`src/rtl/i2c_write_sequencer.sv`:
```
// Register-write command sequencer driving a bit-level I2C master engine:
// START, address byte, register byte, 1-4 data bytes, STOP, with NACK retry.
module i2c_write_sequencer #(
  parameter int unsigned MAX_RETRY = 3,
  parameter int unsigned RETRY_GAP = 1000,
  parameter logic        RW_BIT    = 1'b0
) (
  input  logic        clk,
  input  logic        reset,
  input  logic        cmd_valid,
  output logic        cmd_ready,
  input  logic [6:0]  cmd_dev,
  input  logic [7:0]  cmd_reg,
  input  logic [1:0]  cmd_len,
  input  logic [31:0] cmd_data,
  output logic        eng_req,
  output logic [1:0]  eng_op,
  output logic [7:0]  eng_wdata,
  input  logic        eng_done,
  input  logic        eng_nack,
  output logic        busy,
  output logic        done,
  output logic        error,
  output logic [1:0]  retry_cnt
);

  localparam int unsigned GAP_W = $clog2(RETRY_GAP) + 1;
  localparam logic [GAP_W-1:0] GAP_LOAD = (RETRY_GAP > 0) ? GAP_W'(RETRY_GAP - 1) : '0;

  typedef enum logic [2:0] {
    S_IDLE, S_START, S_ADDR, S_REG, S_DATA, S_STOP, S_GAP, S_FINISH
  } state_t;

  state_t           state_q, state_d;
  logic [6:0]       dev_q, dev_d;
  logic [7:0]       reg_q, reg_d;
  logic [1:0]       len_q, len_d;
  logic [31:0]      data_q, data_d;
  logic [1:0]       idx_q, idx_d;
  logic             abort_q, abort_d;
  logic [1:0]       retry_q, retry_d;
  logic             error_q, error_d;
  logic [GAP_W-1:0] gap_q, gap_d;
  logic             req_q, req_d;
  logic [7:0]       data_byte;

  always_ff @(posedge clk or negedge reset) begin
    if (!reset) begin
      state_q <= S_IDLE;
      dev_q   <= '0;
      reg_q   <= '0;
      len_q   <= '0;
      data_q  <= '0;
      idx_q   <= '0;
      abort_q <= 1'b0;
      retry_q <= '0;
      error_q <= 1'b0;
      gap_q   <= '0;
      req_q   <= 1'b0;
    end else begin
      state_q <= state_d;
      dev_q   <= dev_d;
      reg_q   <= reg_d;
      len_q   <= len_d;
      data_q  <= data_d;
      idx_q   <= idx_d;
      abort_q <= abort_d;
      retry_q <= retry_d;
      error_q <= error_d;
      gap_q   <= gap_d;
      req_q   <= req_d;
    end
  end

  always_comb begin
    case (idx_q)
      2'd0:    data_byte = data_q[7:0];
      2'd1:    data_byte = data_q[15:8];
      2'd2:    data_byte = data_q[23:16];
      default: data_byte = data_q[31:24];
    endcase
  end

  always_comb begin
    state_d = state_q;
    dev_d   = dev_q;
    reg_d   = reg_q;
    len_d   = len_q;
    data_d  = data_q;
    idx_d   = idx_q;
    abort_d = abort_q;
    retry_d = retry_q;
    error_d = error_q;
    gap_d   = gap_q;
    req_d   = req_q;
    case (state_q)
      S_IDLE: begin
        if (cmd_valid) begin
          dev_d   = cmd_dev;
          reg_d   = cmd_reg;
          len_d   = cmd_len;
          data_d  = cmd_data;
          idx_d   = '0;
          abort_d = 1'b0;
          retry_d = '0;
          error_d = 1'b0;
          state_d = S_START;
        end
      end
      S_START, S_ADDR, S_REG, S_DATA, S_STOP: begin
        // Request rises one cycle after entering an op state, giving the
        // mandatory one-cycle low gap; eng_done is only honoured while req is up.
        if (!req_q) begin
          req_d = 1'b1;
        end else if (eng_done) begin
          req_d = 1'b0;
          case (state_q)
            S_START: state_d = S_ADDR;
            S_ADDR: begin
              if (eng_nack) begin
                abort_d = 1'b1;
                state_d = S_STOP;
              end else begin
                state_d = S_REG;
              end
            end
            S_REG: begin
              if (eng_nack) begin
                abort_d = 1'b1;
                state_d = S_STOP;
              end else begin
                state_d = S_DATA;
              end
            end
            S_DATA: begin
              if (eng_nack) begin
                abort_d = 1'b1;
                state_d = S_STOP;
              end else if (idx_q == len_q) begin
                state_d = S_STOP;
              end else begin
                idx_d = idx_q + 2'd1;
              end
            end
            S_STOP: begin
              if (!abort_q) begin
                error_d = 1'b0;
                state_d = S_FINISH;
              end else if ({30'd0, retry_q} < MAX_RETRY) begin
                gap_d   = GAP_LOAD;
                state_d = S_GAP;
              end else begin
                error_d = 1'b1;
                state_d = S_FINISH;
              end
            end
            default: ;
          endcase
        end
      end
      S_GAP: begin
        if (gap_q == '0) begin
          retry_d = retry_q + 2'd1;
          idx_d   = '0;
          abort_d = 1'b0;
          state_d = S_START;
        end else begin
          gap_d = gap_q - 1'b1;
        end
      end
      S_FINISH: state_d = S_IDLE;
      default:  state_d = S_IDLE;
    endcase
  end

  always_comb begin
    eng_op    = 2'd0;
    eng_wdata = '0;
    case (state_q)
      S_ADDR: begin
        eng_op    = 2'd1;
        eng_wdata = {dev_q, RW_BIT};
      end
      S_REG: begin
        eng_op    = 2'd1;
        eng_wdata = reg_q;
      end
      S_DATA: begin
        eng_op    = 2'd1;
        eng_wdata = data_byte;
      end
      S_STOP:  eng_op = 2'd2;
      default: ;
    endcase
  end

  assign eng_req   = req_q;
  assign cmd_ready = (state_q == S_IDLE);
  assign busy      = (state_q != S_IDLE);
  assign done      = (state_q == S_FINISH);
  assign error     = error_q;
  assign retry_cnt = retry_q;

endmodule

```
`config.mk`:
```
export PLATFORM = sky130hd
export DESIGN_NAME = i2c_write_sequencer
export DESIGN_NICKNAME = d
export VERILOG_FILES = /design/src/rtl/i2c_write_sequencer.sv
export SDC_FILE = /design/constraint.sdc
export NUM_CORES = 1
export LEC_CHECK = 0
export CAP_MARGIN = 20
export CORE_UTILIZATION = 47
export CTS_CLUSTER_SIZE = 12
export DETAILED_ROUTE_END_ITERATION = 8
export PLACE_DENSITY = 0.74
export REMOVE_ABC_BUFFERS = 1
export SETUP_SLACK_MARGIN = 0.02
export SLEW_MARGIN = 10
export SYNTH_ARGS = -nofsm -noshare
export SYNTH_HDL_FRONTEND = slang
export SYNTH_SLANG_ARGS = --single-unit
```
`constraint.sdc`:
```
create_clock -name clk -period 3 [get_ports clk]
set_input_delay 0.3 -clock clk [delete_from_list [all_inputs] [get_ports clk]]
set_output_delay 0.3 -clock clk [all_outputs]
set_load 0.02 [all_outputs]
```
Yosys cells after proc, flatten, opt, wreduce, memory -nomap -nowiden
Cells that the tools add are included.

word-level totals
  register bits = 70
  bits of input ports = 54
  output and inout bits = 17
  logic and storage cells = 105

operators by class
  add/sub/neg operators = 3
  $lt $le $gt $ge = 1
  equal/unequal tests = 26
  mux-type cells = 47
  reduce and logical (&&, ||, !) cells = 17

operator list
  kind                                                 number
  2-to-1 mux 11 bit                                    6
  case mux 8 bit (3 select lines)                      2
  inequality test 2 bit (second input constant)        13
  case mux 11 bit (2 select lines)                     1
  2-to-1 mux 3 bit                                     7
  2-to-1 mux 1 bit                                     16
  2-to-1 mux 2 bit                                     8
  case mux 3 bit (5 select lines)                      1
  AND reduction 7 bit                                  2
  == test 3 bit (second input constant)                4
  case mux 3 bit (4 select lines)                      1
  AND reduction 6 bit                                  2
  zero test 11 bit                                     1
  subtractor 11 x 1 -> 11 bit (second input constant)  1
  case mux 2 bit (2 select lines)                      2
  AND reduction 8 bit                                  1
  == test 3 x 2 -> 1 bit (second input constant)       2
  inequality test 6 bit (second input constant)        1
  case mux 2 bit (3 select lines)                      1
  nonzero test 2 bit                                   3
  nonzero test 3 bit                                   2
  OR reduction 5 bit                                   1
  adder 2 x 1 -> 2 bit (second input constant)         2
  inequality test 4 bit (second input constant)        1
  13 further kinds                                     13

Longest topological paths before layout
Gate-level depths: netlist of run 1.

  depth in word-level cells = 7
  mapped depth = 8
  depth with buffers taken out = 7

Worst setup path after synthesis of run 1
No wires, ideal clock.

  path kind = register to register
  start = reg state_q[0]
  end = reg data_q[0]
  library setup time = 125 ps
  arrival = 2092 ps
  data required time = 2875 ps
  path slack = 783 ps
  cell stages (with the launch flop) = 6
  buffers on the path = 2
  period minus slack after synthesis = 2217 ps
  cell sequence = dfrtp_1 > nor3_1 > and2_1 > buf_2 > buf_2 > mux2_2

between the ends
  word-level cells in the longest chain between the ends = 2

ends and longest elaborated chain
  what                           RTL line  source
  start: declaration             34        state_t state_q, state_d;
  start signal: assignment       61        state_q <= state_d;
  zero test 3 bit                --
  via cmd_ready                  11        output logic cmd_ready,
  AND reduction 2 bit (no line)  --
  end signal: assignment         65        data_q <= data_d;
  end: declaration               38        logic [31:0] data_q, data_d;

The timed path passes the listed nets, and every way through them passes these cells.
A chain may end at the register's enable or synchronous reset.

Final worst setup path of run 1
  start = reg idx_q[1]
  end = out eng_wdata[7]

between the ends
  word-level cells in the longest chain between the ends = 3
  elaborated cells on any way between the ends = 5
  those cells by class = eq/ne: 2; mux: 2; reduce/logical: 1

ends and longest elaborated chain
  what                                   RTL line  source
  start: declaration                     39        logic [1:0] idx_q, idx_d;
  start signal: assignment               66        idx_q <= idx_d;
  == test 2 bit (tied with other cells)  76        case (idx_q)
  case mux 8 bit (3 select lines) (*)    76
  case mux 8 bit (3 select lines) (*)    179       case (state_q)
  end: declaration                       18        output logic [7:0] eng_wdata,

Every way passes the cells marked *; elsewhere a longest branch is shown, timed or not.

==> results of run 1 <==
## logic make-up (layout without fill, tap and decap cells)
kind of cell / count (synthesis) / after routing / share of synthesized area, %
multiplexers: 50 / 50 / 15.9
buffers and inverters: 30 / 107 / 3.57
flip-flops: 70 / 70 / 50.4
XOR/XNOR: 2 / 2 / 0.504
AND/OR/NAND/NOR: 79 / 79 / 11.8
adder cells (fa/ha/maj): 7 / 7 / 2.52
AO/OA/AOI/OAI: 81 / 81 / 15.2
## state kept, by name (all words and copies together) (netlist names)
signal,flops
error,1
data_q,32
eng_req,1
state_q,3
abort_q,1
gap_q,11
reg_q,8
dev_q,7
retry_cnt,2
idx_q,2
len_q,2
## area by class of cell
class / instances / share of cell area [%]
flip-flops and latches: 70 / 38.7
multi-input cells: 219 / 35.6
repair buffers: 79 / 17.1
clock buffers: 9 / 2.73
well taps: 96 / 2.65
clock inverters: 7 / 2.26
inverters: 12 / 0.994
## routing by layer
metal / track usage [%] / vias to the layer above / wire length (um) / part of all wire [%]
met5: 0 / - / 0 / 0
met2: 37.8 / 78 / 3970 / 48
li1: - / 1304 / - / -
met1: 31.3 / 1343 / 3730 / 46
met3: 4.52 / 10 / 369 / 4.5
met4: 9.99 / 0 / 111 / 1.4
## worst max-delay path, stage by stage, from the launching register on
cell and delay [ns]:
dfrtp_1 0.43, inv_1 0.14, ha_2 0.31, a222oi_1 0.12
mux2i_1 0.23, a22oi_1 0.10, o21ai_0 0.23, clkdlybuf4s50_1 0.65
## through the flow
| step | total power [mW] | setup WS (ns) | TNS [ns] | hold WS [ns] |
|---|---|---|---|---|
| floorplan | 2.83 | -0.162 | -6.81 | 0.00441 |
| global placement | 3.45 | 0.267 | 0 | 0.321 |
| detailed placement | 3.52 | 0.432 | 0 | 0.324 |
| CTS | 4.42 | 0.0326 | 0 | 0.490 |
| global route | 4.70 | 0.00141 | 0 | 0.528 |
| finish | 4.40 | 0.154 | 0 | 0.483 |
## timing repair
| item | CTS | global route |
|---|---|---|
| endpoints found under the setup margin | 1 | 8 |
| resized for setup | 2 | 4 |
| hold endpoints to repair | 22 | 0 |
| hold buffers | 1 | 0 |
| buffers inserted | 0 | 0 |
## synth_stat cells (all sizes together) (2+ instances only)
cell | count | area [um^2]
nor4 | 3 | 33.8
a21oi | 11 | 55.1
nand2b | 4 | 25.0
clkbuf | 10 | 37.5
o31ai | 2 | 15.0
nand2 | 35 | 131
nor3 | 6 | 35.0
nor3b | 2 | 15.0
mux2i | 8 | 80.1
and2 | 4 | 25.0
a22oi | 7 | 52.6
buf | 8 | 41.3
xnor2 | 2 | 17.5
mux2 | 42 | 473
o2bb2ai | 3 | 26.3
nor2b | 4 | 25.0
a31oi | 3 | 18.8
a222oi | 8 | 80.1
inv | 12 | 45.0
nand3 | 2 | 10.0
nor2 | 11 | 43.8
dfrtp | 70 | 1750
or4 | 2 | 18.8
o21ai | 36 | 188
ha | 7 | 87.6
## cells in the final DEF (no fill, tap or decap), types with 3 or more instances in the layout
master,synthesis,layout
dfrtp_1,70,69
clkdlybuf4s50_1,0,69
mux2_2,42,42
nand2_1,35,35
o21ai_0,34,34
inv_1,12,12
a21oi_1,11,11
nor2_1,10,9
clkbuf_8,0,9
a222oi_1,8,8
mux2i_1,8,8
a22oi_1,7,7
buf_4,1,6
nor3_1,5,5
nor2b_1,4,4
nand2b_1,4,4
ha_2,0,4
inv_6,0,4
and2_1,4,3
a31oi_1,3,3
o2bb2ai_1,3,3
ha_1,7,3
## power breakdown
part           switching (mW)  internal, mW  total (mW)
Clock                   0.390         0.480       0.870
Sequential              0.280          1.36        1.64
Combinational           0.945         0.949        1.89
## how the worst max path moves through the flow
stage	cells past startpoint	slack [ns]	to	startpoint
finish	7	0.15	eng_wdata[7]	idx_q[1]$_DFFE_PN0P_
global route	7	0.001	eng_wdata[7]	idx_q[1]$_DFFE_PN0P_
CTS	7	0.03	eng_wdata[7]	idx_q[0]$_DFFE_PN0P_
detailed placement	7	0.43	eng_wdata[7]	idx_q[1]$_DFFE_PN0P_
global placement	6	0.27	gap_q[3]$_DFFE_PN0P_	eng_done
floorplan	3	-0.16	data_q[0]$_DFFE_PN0P_	state_q[0]$_DFFE_PN0P_
==> metrics.cfg, run 1 <==
[status]
outcome=finished clean

[min_path]
hold_path_class=in2async

[floorplanning]
io_pins=71
rows=30
initial_core_util_pct=49.8
coreArea_um2=6980
chipHeight_um=88.0
die_x_um=88.0
die_area_um2=7740

[placed_design]
dpl.hpwl_mm=5.89
dp_cells=475
place_congestion=0.816
placed_area_um2=4280
numPortBuffers=70

[finish]
drive_above_1_share_pct=21.0
utilization_pct=64.9
multiInputGateArea_um2=1610
seq_area_um2=1750
nets=452
final_cell_area_um2=4530
stdcell_count=492
syn_to_final_growth_pct=30.5
fillCellCount=561
n_antenna_cell=0

[timing]
max_slew.worst_pin.slew_ns=0.710
finClkSkew_ns=0.00806
fin_crit_ns=2.85
rsz0062_at_grt=yes
drv_slew=0
fmax_mhz=351
hold_viol_final=0
period_share_pct=94.9
finalSetupViolCount=0
relSlewSlack_pct=52.4

[setup_path]
cp-start-kind=register
r2r_slack_ns=0.61
end_kind=output port
path_max_fanout=8
path_class=reg2out
arrival_ns=2.55
worst_r2r_endpoint=gap_q[5]$_DFFE_PN0P_
worstPathRequired_ns=2.70
r2r_cells=6
rr_startpoint=state_q[2]$_DFFE_PN0P_

[grt]
grt_max_degree=57
grt_first_pass_wirelength_mm=13.6
track_usage_pct=23.6
grt_pass1_vias=2840
antenna_found_initial=0
overflow=0

[synthesis]
syn_avg_cell_area_um2=10.9
synth-warning-count=0
synth_edf_count=0
ys_seq_area_share_pct=50.4
synthCells=319
synth_area_um2=3470
synthArstFlopShare_pct=100
synth_flop_cell=dfrtp_1
yosysUniqueCellTypes=49
synth-seq-cells=70

[clock_network]
cts.path.max_buffers=2
cts_tree=built
cts.sinks=70
cts-root-buf=clkbuf_8
worstSkewPairLatency_ns=0.34
cts-buffers-inserted=9
clkTransAtPathRegs_ns=0.08
htreeDepth=3

[pwr]
p_per_area_nw_per_um2=971
p_leak_nw=1.81
vdd_drop_max_uv=492

[job]
maxCapViolations=0

[routing]
wire_per_inst_um=16.6
dr.pass1.iters=4
viasPerCell=5.56
ant_nets=0
wirelength_mm=8.19
drt_iter0_drc=126
num_vias=2735
drc_errors=0

Power figures use the tool's default switching activity.
==> run 2, diff against run 1 <==
--- a/config.mk
+++ b/config.mk
@@ -7,6 +7,7 @@
 export LEC_CHECK = 0
 export CAP_MARGIN = 20
 export CORE_UTILIZATION = 47
+export CTS_CLUSTER_DIAMETER = 150
 export CTS_CLUSTER_SIZE = 12
 export DETAILED_ROUTE_END_ITERATION = 8
 export PLACE_DENSITY = 0.74
==> results of run 2 <==
No change in the layout: final DEF, timing and power equal those of run 1.
==> run 3, diff against run 2 <==
--- a/config.mk
+++ b/config.mk
@@ -6,11 +6,10 @@
 export NUM_CORES = 1
 export LEC_CHECK = 0
 export CAP_MARGIN = 20
-export CORE_UTILIZATION = 47
-export CTS_CLUSTER_DIAMETER = 150
+export CORE_UTILIZATION = 55
 export CTS_CLUSTER_SIZE = 12
 export DETAILED_ROUTE_END_ITERATION = 8
-export PLACE_DENSITY = 0.74
+export PLACE_DENSITY = 0.85
 export REMOVE_ABC_BUFFERS = 1
 export SETUP_SLACK_MARGIN = 0.02
 export SLEW_MARGIN = 10
==> metrics.cfg, run 3 (synthesis results as in run 1) <==
[routing]
wirelength_mm=8.43  ; was 8.19 mm
drc_errors=0  ; unchanged
wire_per_inst_um=17.9  ; was 16.6 um
num_vias=2813  ; was 2735
viasPerCell=5.96  ; was 5.56
ant_nets=0  ; unchanged
dr.pass1.iters=5  ; was 4
drt_iter0_drc=171  ; was 126

[setup_path]
worstPathRequired_ns=2.70  ; about the same
cp-start-kind=register  ; unchanged
slowest_delay_ns=0.55  ; was 0.65 ns
path_max_fanout=8  ; unchanged
end_kind=output port  ; unchanged
cp_cell_sequence=inv_1 -> ha_2 -> a222oi_1 -> mux2i_1 -> a22oi_1 -> o21ai_0 -> clkdlybuf4s50_1  ; unchanged
arrival_ns=2.48  ; was 2.55 ns
path_depth=7  ; unchanged
r2r_cells=6  ; unchanged
critical_path.slowest_cell=clkdlybuf4s50_1  ; unchanged
path_class=reg2out  ; unchanged
path_buf_inv=2  ; unchanged
crit_family=compound AO/OA/AOI/OAI gates  ; was buffers and inverters

[floorplanning]
initial_core_util_pct=58.0  ; was 49.8%
coreArea_um2=5990  ; was 6980 um^2
rows=28  ; was 30
die_area_um2=6640  ; was 7740 um^2
io_pins=71  ; unchanged
die_x_um=81.5  ; was 88.0 um
chipHeight_um=81.5  ; was 88.0 um

[finish]
top_register=data_q  ; unchanged
final_cell_mix=dfrtp_1, clkdlybuf4s50_1, mux2_2  ; unchanged
nets=453  ; was 452
n_antenna_cell=0  ; unchanged
utilization_pct=75.4  ; was 64.9%
syn_to_final_growth_pct=30.0  ; was 30.5%
drive_above_1_share_pct=20.7  ; was 21.0%
reg_top3=data_q (32), gap_q (11), reg_q (8)  ; unchanged
final_cell_area_um2=4520  ; was 4530 um^2
largest_reg_flops=32  ; unchanged
final_common_cell=dfrtp_1

[grt]
grt_pass1_vias=2879  ; was 2840
track_usage_pct=28.3  ; was 23.6%
antenna_found_initial=0  ; unchanged
grt_max_degree=34  ; was 57
grt_first_pass_wirelength_mm=13.7  ; was 13.6 mm
overflow=0  ; unchanged

[timing]
fin_crit_ns=2.78  ; was 2.85 ns
finalSetupViolCount=0  ; unchanged
tns_ns=0  ; unchanged
fmax_mhz=359  ; was 351 MHz
period_share_pct=92.7  ; was 94.9%
max_slew.worst_pin.slew_ns=0.695  ; was 0.710 ns
finClkSkew_ns=0.00670  ; was 0.00806 ns
rsz0062_at_grt=no  ; was yes
drv_slew=0  ; unchanged
hold_viol_final=0  ; unchanged
relSlewSlack_pct=53.4  ; was 52.4%

[clock_network]
worstSkewPairLatency_ns=0.35  ; was 0.34 ns
cts_tree=built  ; unchanged
htreeDepth=3  ; unchanged
cts.path.max_buffers=2  ; unchanged
clkTransAtPathRegs_ns=0.08  ; about the same
cts_setup_buffers=0  ; unchanged
cts-buffers-inserted=9  ; unchanged
cts-root-buf=clkbuf_8  ; unchanged
cts.sinks=70  ; unchanged

[pwr]
p_leak_nw=1.84  ; was 1.81 nW
switching_power_mw=1.62  ; about the same
vdd_drop_max_uv=560  ; was 492 uV
p_int_mw=2.80  ; was 2.78 mW
p_per_area_nw_per_um2=979  ; was 971 nW/um^2
swShare_pct=36.7  ; about the same
p_seq_share_pct=37.2  ; about the same
clkPwrFrac_pct=19.8  ; about the same
power_frac_comb_pct=43.0  ; about the same

[placed_design]
numPortBuffers=70  ; unchanged
place_congestion=0.822  ; was 0.816
dpl.hpwl_mm=6.06  ; was 5.89 mm
placed_area_um2=4260  ; was 4280 um^2

[min_path]
hold_path_class=in2async  ; unchanged

[status]
outcome=finished clean  ; unchanged

[job]
maxCapViolations=0  ; unchanged

-- run 3: cell count changes in the layout (fill, tap and decap cells not counted), sizes merged --
cell           change
clkinv             +2
buf                +1
dlymetal6s2s       +1
clkdlybuf4s50      -1
inv                -3
clkbuf             +1
-- run 3: cell type report --
| type | count | area [um^2] |
|---|---|---|
| Sequential cell | 70 | 1750 |
| Multi-Input combinational cell | 219 | 1610 |
| Fill cell | 416 | 1470 |
| Timing Repair Buffer | 80 | 786 |
| Clock buffer | 10 | 138 |
| Clock inverter | 6 | 93.8 |
| Tap cell | 75 | 93.8 |
| Inverter | 12 | 45.0 |
-- run 3: through the flow --
stage / cells / setup slack [ns] / total power, mW / hold slack, ns
6_report: 472 / 0.218 / 4.42 / 0.455
4_1_cts: 472 / 0.0781 / 4.41 / 0.469
5_1_grt: 472 / 0.0783 / 4.70 / 0.504
3_5_place_dp: 455 / 0.463 / 3.53 / 0.303
2_1_floorplan: 301 / -0.162 / 2.83 / 0.00441
3_3_place_gp: 454 / 0.323 / 3.42 / 0.300
-- run 3: final timing paths --
check | start | to | slack, ns
worst min-delay path | reset | data_q[25]$_DFFE_PN0P_ | 0.45
max in group asynchronous | reset | data_q[16]$_DFFE_PN0P_ | 1.79
worst max-delay path | idx_q[1]$_DFFE_PN0P_ | eng_wdata[3] | 0.22
min in group clk | gap_q[6]$_DFFE_PN0P_ | gap_q[6]$_DFFE_PN0P_ | 0.51
worst min register to register | gap_q[6]$_DFFE_PN0P_ | gap_q[6]$_DFFE_PN0P_ | 0.51
worst max register to register | state_q[1]$_DFFE_PN0P_ | gap_q[3]$_DFFE_PN0P_ | 0.56
-- run 3: what timing repair did --
item / CTS / global route
setup endpoints to repair: 0 / 7
hold buffers: 1 / 0
gates resized for setup: 0 / 5
hold endpoints to repair: 22 / 0
-- run 3: power by group through the flow --
stage | sequential, mW | clock, mW | combinational [mW]
2_1_floorplan | 1.59 | 0 | 1.25
3_3_place_gp | 1.62 | 0 | 1.80
3_5_place_dp | 1.65 | 0 | 1.88
4_1_cts | 1.63 | 0.883 | 1.89
5_1_grt | 1.70 | 0.928 | 2.08
6_report | 1.64 | 0.876 | 1.90
-- run 3: layer usage --
| layer | vias to the layer above | global-route usage (%) | routed length (um) |
|---|---|---|---|
| li1 | 1301 | - | - |
| met1 | 1390 | 35.4 | 3530 |
| met2 | 108 | 46.9 | 4300 |
| met3 | 14 | 8.56 | 477 |
| met4 | 0 | 8.75 | 120 |
| met5 | - | 0 | 0 |
